$ cat config.mk
export PLATFORM = sky130hd
export DESIGN_NAME = inv_mix_columns_seq
export DESIGN_NICKNAME = d
export VERILOG_FILES = /design/src/rtl/inv_mix_columns_seq.sv
export SDC_FILE = /design/constraint.sdc
export NUM_CORES = 1
export LEC_CHECK = 0
export BUFFER_PORTS_ARGS = -buffer_cell sky130_fd_sc_hd__buf_2
export CORE_MARGIN = 2
export CORE_UTILIZATION = 40
export DETAILED_ROUTE_END_ITERATION = 8
export PLACE_DENSITY = 0.72
export SETUP_SLACK_MARGIN = 0.05
export SYNTH_ARGS = -nofsm -noshare
export SYNTH_HDL_FRONTEND = slang
export SYNTH_SLANG_ARGS = --single-unit
export TNS_END_PERCENT = 10
$ cat constraint.sdc
create_clock -name clk -period 3.9 [get_ports clk]
set_input_delay 0.195 -clock clk [delete_from_list [all_inputs] [get_ports clk]]
set_output_delay 0.195 -clock clk [all_outputs]
set_load 0.02 [all_outputs]
$ cat src/rtl/inv_mix_columns_seq.sv
`default_nettype none
// inv_mix_columns_seq: iterative AES InvMixColumns, one 32-bit column per cycle, valid/ready on both sides.
// Optional macro IMC_FWD_MODE_EN adds a per-block fwd_mode input selecting forward MixColumns.
module inv_mix_columns_seq #(
   parameter int NUM_COLS = 4
) (
   input  logic         clk,
   input  logic         rst_n,
   input  logic         in_valid,
   output logic         in_ready,
   input  logic [127:0] in_data,
   output logic         out_valid,
   input  logic         out_ready,
`ifdef IMC_FWD_MODE_EN
   input  logic         fwd_mode,
`endif
   output logic [127:0] out_data,
   output logic         busy
);

   localparam int CW = $clog2(NUM_COLS);

   typedef enum logic [1:0] {
      IDLE = 2'd0,
      BUSY = 2'd1,
      DONE = 2'd2
   } state_t;

   state_t          state, state_nxt;
   logic [CW-1:0]   col_cnt, col_cnt_nxt;
   logic [127:0]    state_reg, state_reg_nxt;
   logic [127:0]    result_reg, result_reg_nxt;
   logic            out_valid_nxt;
   logic [31:0]     col_in, col_out;
   logic            fwd_q;
`ifdef IMC_FWD_MODE_EN
   logic            fwd_q_nxt;
`else
   assign fwd_q = 1'b0;
`endif

   function automatic logic [7:0] xtime(input logic [7:0] b);
      return {b[6:0], 1'b0} ^ (b[7] ? 8'h1b : 8'h00);
   endfunction

   // One column of the (Inv)MixColumns matrix; multiplies built from xtime chains.
   function automatic logic [31:0] mix_col(input logic [31:0] c, input logic fwd);
      logic [7:0] s   [4];
      logic [7:0] m2  [4];
      logic [7:0] m3  [4];
      logic [7:0] m9  [4];
      logic [7:0] m11 [4];
      logic [7:0] m13 [4];
      logic [7:0] m14 [4];
      logic [7:0] x4;
      logic [7:0] x8;
      for (int i = 0; i < 4; i++) begin
         s[i]   = c[31-8*i -: 8];
         m2[i]  = xtime(s[i]);
         x4     = xtime(m2[i]);
         x8     = xtime(x4);
         m3[i]  = m2[i] ^ s[i];
         m9[i]  = x8 ^ s[i];
         m11[i] = x8 ^ m2[i] ^ s[i];
         m13[i] = x8 ^ x4 ^ s[i];
         m14[i] = x8 ^ x4 ^ m2[i];
      end
      if (fwd)
         return {m2[0] ^ m3[1] ^ s[2]  ^ s[3],
                 s[0]  ^ m2[1] ^ m3[2] ^ s[3],
                 s[0]  ^ s[1]  ^ m2[2] ^ m3[3],
                 m3[0] ^ s[1]  ^ s[2]  ^ m2[3]};
      else
         return {m14[0] ^ m11[1] ^ m13[2] ^ m9[3],
                 m9[0]  ^ m14[1] ^ m11[2] ^ m13[3],
                 m13[0] ^ m9[1]  ^ m14[2] ^ m11[3],
                 m11[0] ^ m13[1] ^ m9[2]  ^ m14[3]};
   endfunction

   always_ff @(posedge clk or negedge rst_n) begin
      if (!rst_n) begin
         state      <= IDLE;
         col_cnt    <= '0;
         state_reg  <= '0;
         result_reg <= '0;
         out_valid  <= 1'b0;
`ifdef IMC_FWD_MODE_EN
         fwd_q      <= 1'b0;
`endif
      end else begin
         state      <= state_nxt;
         col_cnt    <= col_cnt_nxt;
         state_reg  <= state_reg_nxt;
         result_reg <= result_reg_nxt;
         out_valid  <= out_valid_nxt;
`ifdef IMC_FWD_MODE_EN
         fwd_q      <= fwd_q_nxt;
`endif
      end
   end

   always_comb begin
      state_nxt      = state;
      col_cnt_nxt    = col_cnt;
      state_reg_nxt  = state_reg;
      result_reg_nxt = result_reg;
      out_valid_nxt  = out_valid;
      col_in         = '0;
`ifdef IMC_FWD_MODE_EN
      fwd_q_nxt      = fwd_q;
`endif
      // Single shared column datapath, input selected by col_cnt.
      for (int c = 0; c < NUM_COLS; c++) begin
         if (col_cnt == CW'(c)) col_in = state_reg[127-32*c -: 32];
      end
      col_out = mix_col(col_in, fwd_q);

      case (state)
         IDLE: begin
            if (in_valid) begin
               state_reg_nxt = in_data;
               col_cnt_nxt   = '0;
               state_nxt     = BUSY;
`ifdef IMC_FWD_MODE_EN
               fwd_q_nxt     = fwd_mode;
`endif
            end
         end
         BUSY: begin
            for (int c = 0; c < NUM_COLS; c++) begin
               if (col_cnt == CW'(c)) result_reg_nxt[127-32*c -: 32] = col_out;
            end
            if (col_cnt == CW'(NUM_COLS-1)) begin
               state_nxt     = DONE;
               out_valid_nxt = 1'b1;
               col_cnt_nxt   = '0;
            end else begin
               col_cnt_nxt   = col_cnt + CW'(1);
            end
         end
         DONE: begin
            if (out_ready) begin
               out_valid_nxt = 1'b0;
               state_nxt     = IDLE;
            end
         end
         default: state_nxt = IDLE;
      endcase
   end

   assign in_ready = (state == IDLE);
   assign busy     = (state != IDLE);
   assign out_data = result_reg;

endmodule
`default_nettype wire

==> results.md, run 1 <==
- The flow ran to the end, and the final reports show no timing, DRC or antenna violations.
- For this run, the top clock speed supported by timing is 275 MHz.
- The largest clock skew in the final design is 10.2 ps.
- 0 antenna diodes ended up in the layout.
- The worst pin sits at a relative slew slack of 38.9%.
- The number of DRC markers after the initial detailed-route iteration is 445.
- After Yosys synthesis, full adders, half adders and majority gates account for 0.392% of the synthesized area.
- At the worst endpoint, the required time is 4360 ps.
- The dominant register cell in the synthesized netlist is sky130_fd_sc_hd__dfrtp_1.
- The multiplexer fraction of the synthesized cell area is 10.7%.
- The reg-to-reg startpoint is col_cnt[0]$_DFFE_PN0P_.
- The post-synthesis cell area is 12800 um2.
- The synthesized netlist devotes 7.08% of its cell area to simple gates.
- The library cell used as clock root buffer is sky130_fd_sc_hd__clkbuf_16.
- The vertical extent of the die is 183 um.
- The worst register-to-register path has a setup slack of 270 ps.
- Counting the buffers created by CTS gives 28.
- Along the worst path, the maximum fanout reaches 19.
- The via density per instance is 4.96.
- Synthesis inferred 261 register bits.
- The worst reg-to-reg path cell count is 9.
- The most common cell in the synthesized netlist is sky130_fd_sc_hd__dfrtp_1.
- In the routed design, unresolved DRC markers number 0.
- Summed over all nets, the half-perimeter wirelength after detailed placement is 26200 um.
- The count of endpoints failing setup in the final report is 0.
- Clock tree synthesis found a total of 261 sinks.
- Yosys mapped a number of flops with a built-in enable equal to 0.
- The transition time at the pin with the least slew margin is 917 ps.
- Input and output buffers added on the ports amount to 262.
- The worst path in the final design needs a cycle of 3630 ps, including I/O delays and setup.
- The sequential fraction of the synthesis area is 51.1%.
- The worst setup path is launched from a flop.
- The number of hold violations in the final report is 0.
- The die covers 33400 um2.
- The largest area contributor in the netlist is sky130_fd_sc_hd__dfrtp_1.
- The capturing point of the worst reg2reg path is out_data[68]$_DFFE_PN0P_.
- The number of distinct standard cells referenced by the synthesized netlist is 43.
- The number of antenna violations at the first check in global routing is 0.
- The via count of the first global-routing pass is 10000.
- The worst hold path belongs to the class in -> async.
- The register with the most flip-flops in the layout has 130 of them.
- The class of the most critical setup path is reg -> reg.
- For the worst setup path, the data arrival time is 4090 ps.
- Ranked by instance count, the synthesized netlist is headed by sky130_fd_sc_hd__dfrtp_1, sky130_fd_sc_hd__nand2_1, sky130_fd_sc_hd__xnor2_1.
- In this run the number of H-tree levels came out at 1.
- The congestion estimate from routability-driven global placement came to 0.952.
- After Yosys synthesis, XOR and XNOR cells account for 16.3% of the synthesized area.
- The final critical-path share of the clock period is 93.1%.
- The instance count of the mapped netlist is 1084.
- The pre-antenna-repair detailed-routing pass consisted of 5 iterations.
- The longest clock path from root to sink contains 3 buffers.
- The source-to-sink clock delay at the later pin of the worst-skew pair is 550 ps.
- The total number of placement rows is 65.
- The maximum number of pins on one net before global-route repair is 113.
- Compared with the post-synthesis result, the final layout area differs by 32.4%.
- The synthesized area per cell is 11.8 um2.
- Yosys printed 0 warnings.
- In the final layout, the share of cells above drive strength 1 is 36.2%.
- The total overflow left after global routing is 0.
- The main combinational cell family by area after synthesis is XOR/XNOR gates.
- The routed design has 37100 um of wire.
- In this run the remaining antenna-violating nets after routing total 0.
- Setup repair after global routing left no endpoint under its margin.
- The routed wirelength normalized by instance count is 19.5 um.
- The clock-pin slew on the worst setup and hold paths is 60 ps.
- The number of max-capacitance violations reported is 0.
- The initial core utilization is 40.6%.
- The clock tree from TritonCTS is built.
- The area share of the leading cell type in the synthesized netlist is 51.1%.
- The number of nets in the synthesized netlist is 1220.
- The number of max-slew violations in the final report was 0.
- The critical path capture point type is a flop.
- The floorplan step set the die width to 183 um.
- The routed layout has 9453 vias.
- The synthesized netlist devotes 11.6% of its cell area to compound gates.
- Once the clock tree was built, the setup fixing pass inserted 0 buffers.
- The count of boundary I/O pins is 263.
- After floorplanning, the core was sized to cover 31500 um2.
- In the final timing run, aggregate negative setup slack is 0 ps.
- The global router's overall resource usage is 22.3%.
- The first global-routing pass estimated 58000 um of wire.
- After the last flow step, the layout net total stands at 1620.
- The async set-or-reset flop fraction in the synthesized netlist is 100%.
- By area the synthesized netlist is led by sky130_fd_sc_hd__dfrtp_1, sky130_fd_sc_hd__mux2_2, sky130_fd_sc_hd__xnor2_1, sky130_fd_sc_hd__nand2_1, sky130_fd_sc_hd__xnor2_2.
-- cells by family after synthesis --
family | count (synthesis)
muxes | 122
adders and majority gates | 4
buffers and inverters | 73
xor gates and xnor gates | 195
AOI/OAI and AO/OA | 224
and+or+nand+nor | 205
DFF | 261
-- metal layers --
layer / track usage (%) / share of wire, % / up-vias
met3: 3.63 / 5.7 / 57
met5: 0 / 0 / -
li1: - / - / 4483
met4: 5.54 / 2.1 / 0
met2: 38.7 / 49 / 312
met1: 29.3 / 43 / 4601
-- layout by cell type (no fill, tap or decap), types with 2 or more instances in the layout --
cell type	n
sky130_fd_sc_hd__nor2_1	5
sky130_fd_sc_hd__a31oi_1	3
sky130_fd_sc_hd__xnor3_1	3
sky130_fd_sc_hd__buf_4	35
sky130_fd_sc_hd__xor2_1	32
sky130_fd_sc_hd__o22ai_1	21
sky130_fd_sc_hd__and3b_1	2
sky130_fd_sc_hd__xnor2_2	31
sky130_fd_sc_hd__ha_1	3
sky130_fd_sc_hd__a21oi_1	18
sky130_fd_sc_hd__xnor2_1	123
sky130_fd_sc_hd__inv_1	11
sky130_fd_sc_hd__buf_2	261
sky130_fd_sc_hd__a21o_1	2
sky130_fd_sc_hd__a31oi_4	11
sky130_fd_sc_hd__clkbuf_1	2
sky130_fd_sc_hd__a22oi_2	4
sky130_fd_sc_hd__nand3b_1	23
sky130_fd_sc_hd__a22oi_1	2
sky130_fd_sc_hd__clkbuf_16	29
sky130_fd_sc_hd__mux2_2	121
sky130_fd_sc_hd__xnor3_2	3
sky130_fd_sc_hd__buf_12	3
sky130_fd_sc_hd__clkinv_2	7
sky130_fd_sc_hd__nand2_2	4
sky130_fd_sc_hd__a31oi_2	8
sky130_fd_sc_hd__dlygate4sd3_1	131
sky130_fd_sc_hd__o21ai_1	51
sky130_fd_sc_hd__nand2_1	165
sky130_fd_sc_hd__clkbuf_8	6
sky130_fd_sc_hd__o22ai_2	3
sky130_fd_sc_hd__xnor2_4	3
sky130_fd_sc_hd__dfrtp_1	261
sky130_fd_sc_hd__bufinv_16	4
sky130_fd_sc_hd__a22o_1	2
sky130_fd_sc_hd__a21oi_2	3
sky130_fd_sc_hd__o21ai_0	93
-- per-stage QoR --
stage                     hold slack, ps  instances  util [%]  setup slack, ps  area, um2
after floorplan                     -101       1084         -              855      12800
final                                281       1906      53.8              270      16900
after global routing                 363       1906      53.8             50.7      16900
after CTS                            357       1906      53.8              218      16900
after detailed placement             340       1725      46.5              230      14600
after global placement               327       1725      46.5              279      14600
-- worst max-delay path by stage --
stage	to	start	slack [ps]
after floorplan	out_data[4]$_DFFE_PN0P_	col_cnt[0]$_DFFE_PN0P_	860
after global placement	out_data[59]$_DFFE_PN0P_	col_cnt[0]$_DFFE_PN0P_	280
after detailed placement	out_data[94]$_DFFE_PN0P_	col_cnt[0]$_DFFE_PN0P_	230
after CTS	out_data[94]$_DFFE_PN0P_	col_cnt[0]$_DFFE_PN0P_	220
after global routing	out_data[63]$_DFFE_PN0P_	col_cnt[0]$_DFFE_PN0P_	50
final	out_data[68]$_DFFE_PN0P_	col_cnt[0]$_DFFE_PN0P_	270
-- final cells by class --
type | instances | area (um2)
clock buffers | 37 | 816
clock inverters | 13 | 173
fillers | 2654 | 14500
inverters | 12 | 45.0
multi-input cells | 750 | 5910
flip-flops and latches | 261 | 6530
well taps | 402 | 503
repair buffers | 431 | 2960
-- critical path, cell delays in order (launching register included) --
cell and delay [ps]:
sky130_fd_sc_hd__dfrtp_1 420, sky130_fd_sc_hd__ha_1 380, sky130_fd_sc_hd__nand2b_4 380, sky130_fd_sc_hd__o22ai_1 160, sky130_fd_sc_hd__a31oi_2 470, sky130_fd_sc_hd__xnor3_2 570
sky130_fd_sc_hd__xnor2_1 170, sky130_fd_sc_hd__xnor2_1 300, sky130_fd_sc_hd__xnor3_2 520, sky130_fd_sc_hd__o21ai_1 160
-- repair_timing --
item,CTS,global route
hold endpoints to repair,238,0
hold buffers,131,0
resized for setup,0,0
Power of run 1 is not shown: default switching activity piles up to over one toggle a cycle in this logic, so the estimate is an artifact.
==> run 2, diff against run 1 <==
--- a/config.mk
+++ b/config.mk
@@ -6,7 +6,6 @@
 export NUM_CORES = 1
 export LEC_CHECK = 0
 export BUFFER_PORTS_ARGS = -buffer_cell sky130_fd_sc_hd__buf_2
-export CORE_MARGIN = 2
 export CORE_UTILIZATION = 40
 export DETAILED_ROUTE_END_ITERATION = 8
 export PLACE_DENSITY = 0.72
==> constraint.sdc (replaced) <==
create_clock -name clk -period 3.9 [get_ports clk]
set_input_delay 0.39 -clock clk [delete_from_list [all_inputs] [get_ports clk]]
set_output_delay 0.39 -clock clk [all_outputs]
set_load 0.02 [all_outputs]
==> run 2 against run 1 <==
Compared with the run above: largest cell class unchanged; register-to-register slack worse by 20 ps; design area is 7.5% lower; final cell count is 7.0% lower; clock skew is 3.0 ps higher; sequential share of layout area is 3.1 points higher; count of clock-buffer cells in the layout is 1 higher; first-iteration DRC count is 5.2% higher; die area is 2.2% lower; non-clock buffer count is 135 lower; wire length is 9.6% lower; maximum frequency is 0.58% lower; worst setup slack worse by 21 ps.
==> results.md, run 2 (synthesis results as in run 1) <==
- The aggregate global routing overflow is 0 (unchanged).
- The residual DRC count is 0 (unchanged).
- The number of max-slew violations in the final report was 0 (unchanged).
- The critical path capture point type is a flop (unchanged).
- The maximum number of pins on one net before global-route repair is 107 (was 113).
- RSZ-0062 raised after global routing: no (unchanged).
- The library cell used as clock root buffer is sky130_fd_sc_hd__clkbuf_16 (unchanged).
- The post-layout net count is 1485 (was 1620).
- The final critical-path share of the clock period is 93.6% (was 93.1%).
- The maximum fanout along the worst path was 24 (was 19).
- The via density per instance came to 5.04 (was 4.96).
- The final critical-path setup slack was 249 ps (was 270 ps).
- The number of DRC markers after the initial detailed-route iteration is 468 (was 445).
- The type of element launching the critical path is a flop (unchanged).
- The worst reg-to-reg path cell count is 11 (was 9).
- The worst hold path class is in -> reg (was in -> async).
- The share of post-route cells with drive strength above 1 is 39.4% (was 36.2%).
- The routed wirelength normalized by instance count came to 18.9 um (was 19.5 um).
- The endpoint required time on the critical path is 4360 ps (about the same).
- The class of the most critical setup path is reg -> reg (unchanged).
- The worst hold path cell count is 3.
- The startpoint of the worst hold path is in_data[36].
- The total number of placement rows came to 65 (unchanged).
- Outcome: finished, final reports clean (unchanged).
- The deepest clock path buffer count came to 3 (unchanged).
- The total wire length is 33500 um (was 37100 um).
- The first-pass GRT wire length is 52800 um (was 58000 um).
- The worst slack at placement came to 134 ps (was 230 ps).
- The source-to-sink clock delay at the later pin of the worst-skew pair is 550 ps (about the same).
- The global router's overall resource usage was 20.7% (was 22.3%).
- The reg-to-reg startpoint was col_cnt[0]$_DFFE_PN0P_ (unchanged).
- The detailed-router iteration count before antenna repair is 5 (unchanged).
- The share of the core filled with cells in the final layout was 49.8% (was 53.8%).
- The largest clock skew in the final design was 13.2 ps (was 10.2 ps).
- The HPWL after detailed placement is 25400 um (was 26200 um).
- The flip-flop count of the largest register, all copies and words added is 130 (unchanged).
- The count of endpoints failing setup in the final report came to 0 (unchanged).
- The number of buffers created by CTS is 28 (unchanged).
- The total number of clock tree sinks is 261 (unchanged).
- Most frequent cells in the layout: sky130_fd_sc_hd__dfrtp_1, sky130_fd_sc_hd__buf_2, sky130_fd_sc_hd__nand2_1 (unchanged).
- The headroom to the max-slew limit is 41.2% (was 38.9%).
- The number of antenna violations at the first check in global routing is 2 (was 0).
- The number of input and output port buffers inserted is 262 (unchanged).
- The number of max-capacitance violations reported is 0 (unchanged).
- The die boundary width came to 181 um (was 183 um).
- The clock tree from TritonCTS was built (unchanged).
- The antenna violation net count after detailed routing is 0 (unchanged).
- The buffer count from post-CTS setup fixing is 0 (unchanged).
- The transition time at the pin with the least slew margin is 879 ps (was 917 ps).
- The final setup TNS is 0 ps (unchanged).
- The count of boundary I/O pins is 263 (unchanged).
- The number of hold violations in the final report came to 0 (unchanged).
- The area of the core region is 31500 um2 (unchanged).
- The via count of the routed design is 8932 (was 9453).
- The initial core utilization is 40.6% (unchanged).
- The area of the die is 32700 um2 (was 33400 um2).
- The maximum level of the CTS H-tree is 1 (unchanged).
- The clock-pin slew on the worst setup and hold paths is 60 ps (about the same).
- The capturing point of the worst reg2reg path is out_data[68]$_DFFE_PN0P_ (unchanged).
- For hold timing, the worst endpoint is state_reg[36]$_DFFE_PN0P_.
- The setup slack on the worst flop-to-flop path is 250 ps (was 270 ps).
- The final critical path time including I/O delays and setup is 3650 ps (was 3630 ps).
- The global placer's final weighted congestion is 0.969 (was 0.952).
- The vertical extent of the die is 181 um (was 183 um).
- The critical path data arrival time is 4110 ps (was 4090 ps).
- The area added between synthesis and finish is 22.6% (was 32.4%).
- The via count of the first global-routing pass is 9193 (was 10000).
- The maximum clock frequency came to 274 MHz (was 275 MHz).
## run 2: critical path, cell delays in order, from the launching register on
cell and delay [ps]:
sky130_fd_sc_hd__dfrtp_1 420, sky130_fd_sc_hd__inv_1 80, sky130_fd_sc_hd__ha_1 320, sky130_fd_sc_hd__nand2b_4 340, sky130_fd_sc_hd__o22ai_1 190, sky130_fd_sc_hd__a31oi_4 360
sky130_fd_sc_hd__xnor2_4 190, sky130_fd_sc_hd__xnor3_2 420, sky130_fd_sc_hd__xnor2_1 320, sky130_fd_sc_hd__xnor2_1 220, sky130_fd_sc_hd__xnor3_2 530, sky130_fd_sc_hd__o21ai_1 150
## run 2: metrics by stage
stage	hold WS, ps	instances	cell area (um2)
finish	55.0	1773	15700
global route	51.7	1771	15700
CTS	36.9	1771	15700
detailed placement	464	1720	14600
global placement	456	1720	14600
floorplan	94.4	1084	12800
## run 2: layer usage
| metal | vias to the layer above | routed length, um | global-route usage [%] |
|---|---|---|---|
| met5 | - | 25 | 0 |
| met4 | 4 | 850 | 5.78 |
| met3 | 60 | 2050 | 4.17 |
| met2 | 317 | 15700 | 34.0 |
| met1 | 4321 | 14900 | 27.8 |
| li1 | 4230 | - | - |
## run 2: worst max path at each step
| stage | startpoint | end | cells after the start |
|---|---|---|---|
| floorplan | col_cnt[0]$_DFFE_PN0P_ | out_data[4]$_DFFE_PN0P_ | 11 |
| global placement | col_cnt[0]$_DFFE_PN0P_ | out_data[59]$_DFFE_PN0P_ | 11 |
| detailed placement | col_cnt[0]$_DFFE_PN0P_ | out_data[59]$_DFFE_PN0P_ | 11 |
| CTS | col_cnt[0]$_DFFE_PN0P_ | out_data[91]$_DFFE_PN0P_ | 11 |
| global route | col_cnt[0]$_DFFE_PN0P_ | out_data[68]$_DFFE_PN0P_ | 10 |
| finish | col_cnt[0]$_DFFE_PN0P_ | out_data[68]$_DFFE_PN0P_ | 11 |
## run 2: timing repair
item                                    in CTS  in global routing
endpoints found under the setup margin       0                  4
hold buffers                                 1                  0
hold endpoints to repair                   103                  0
resized for setup                            0                  1
## run 2: area by class of cell
type	count	area, um2
tap	402	503
inverter	12	45.0
multi-input combinational	750	5920
clock inverter	12	216
fill	2814	15800
sequential	261	6530
clock buffer	38	810
timing repair buffer	296	1640
antenna	2	5.00
Power of run 2 is left out for the same reason.
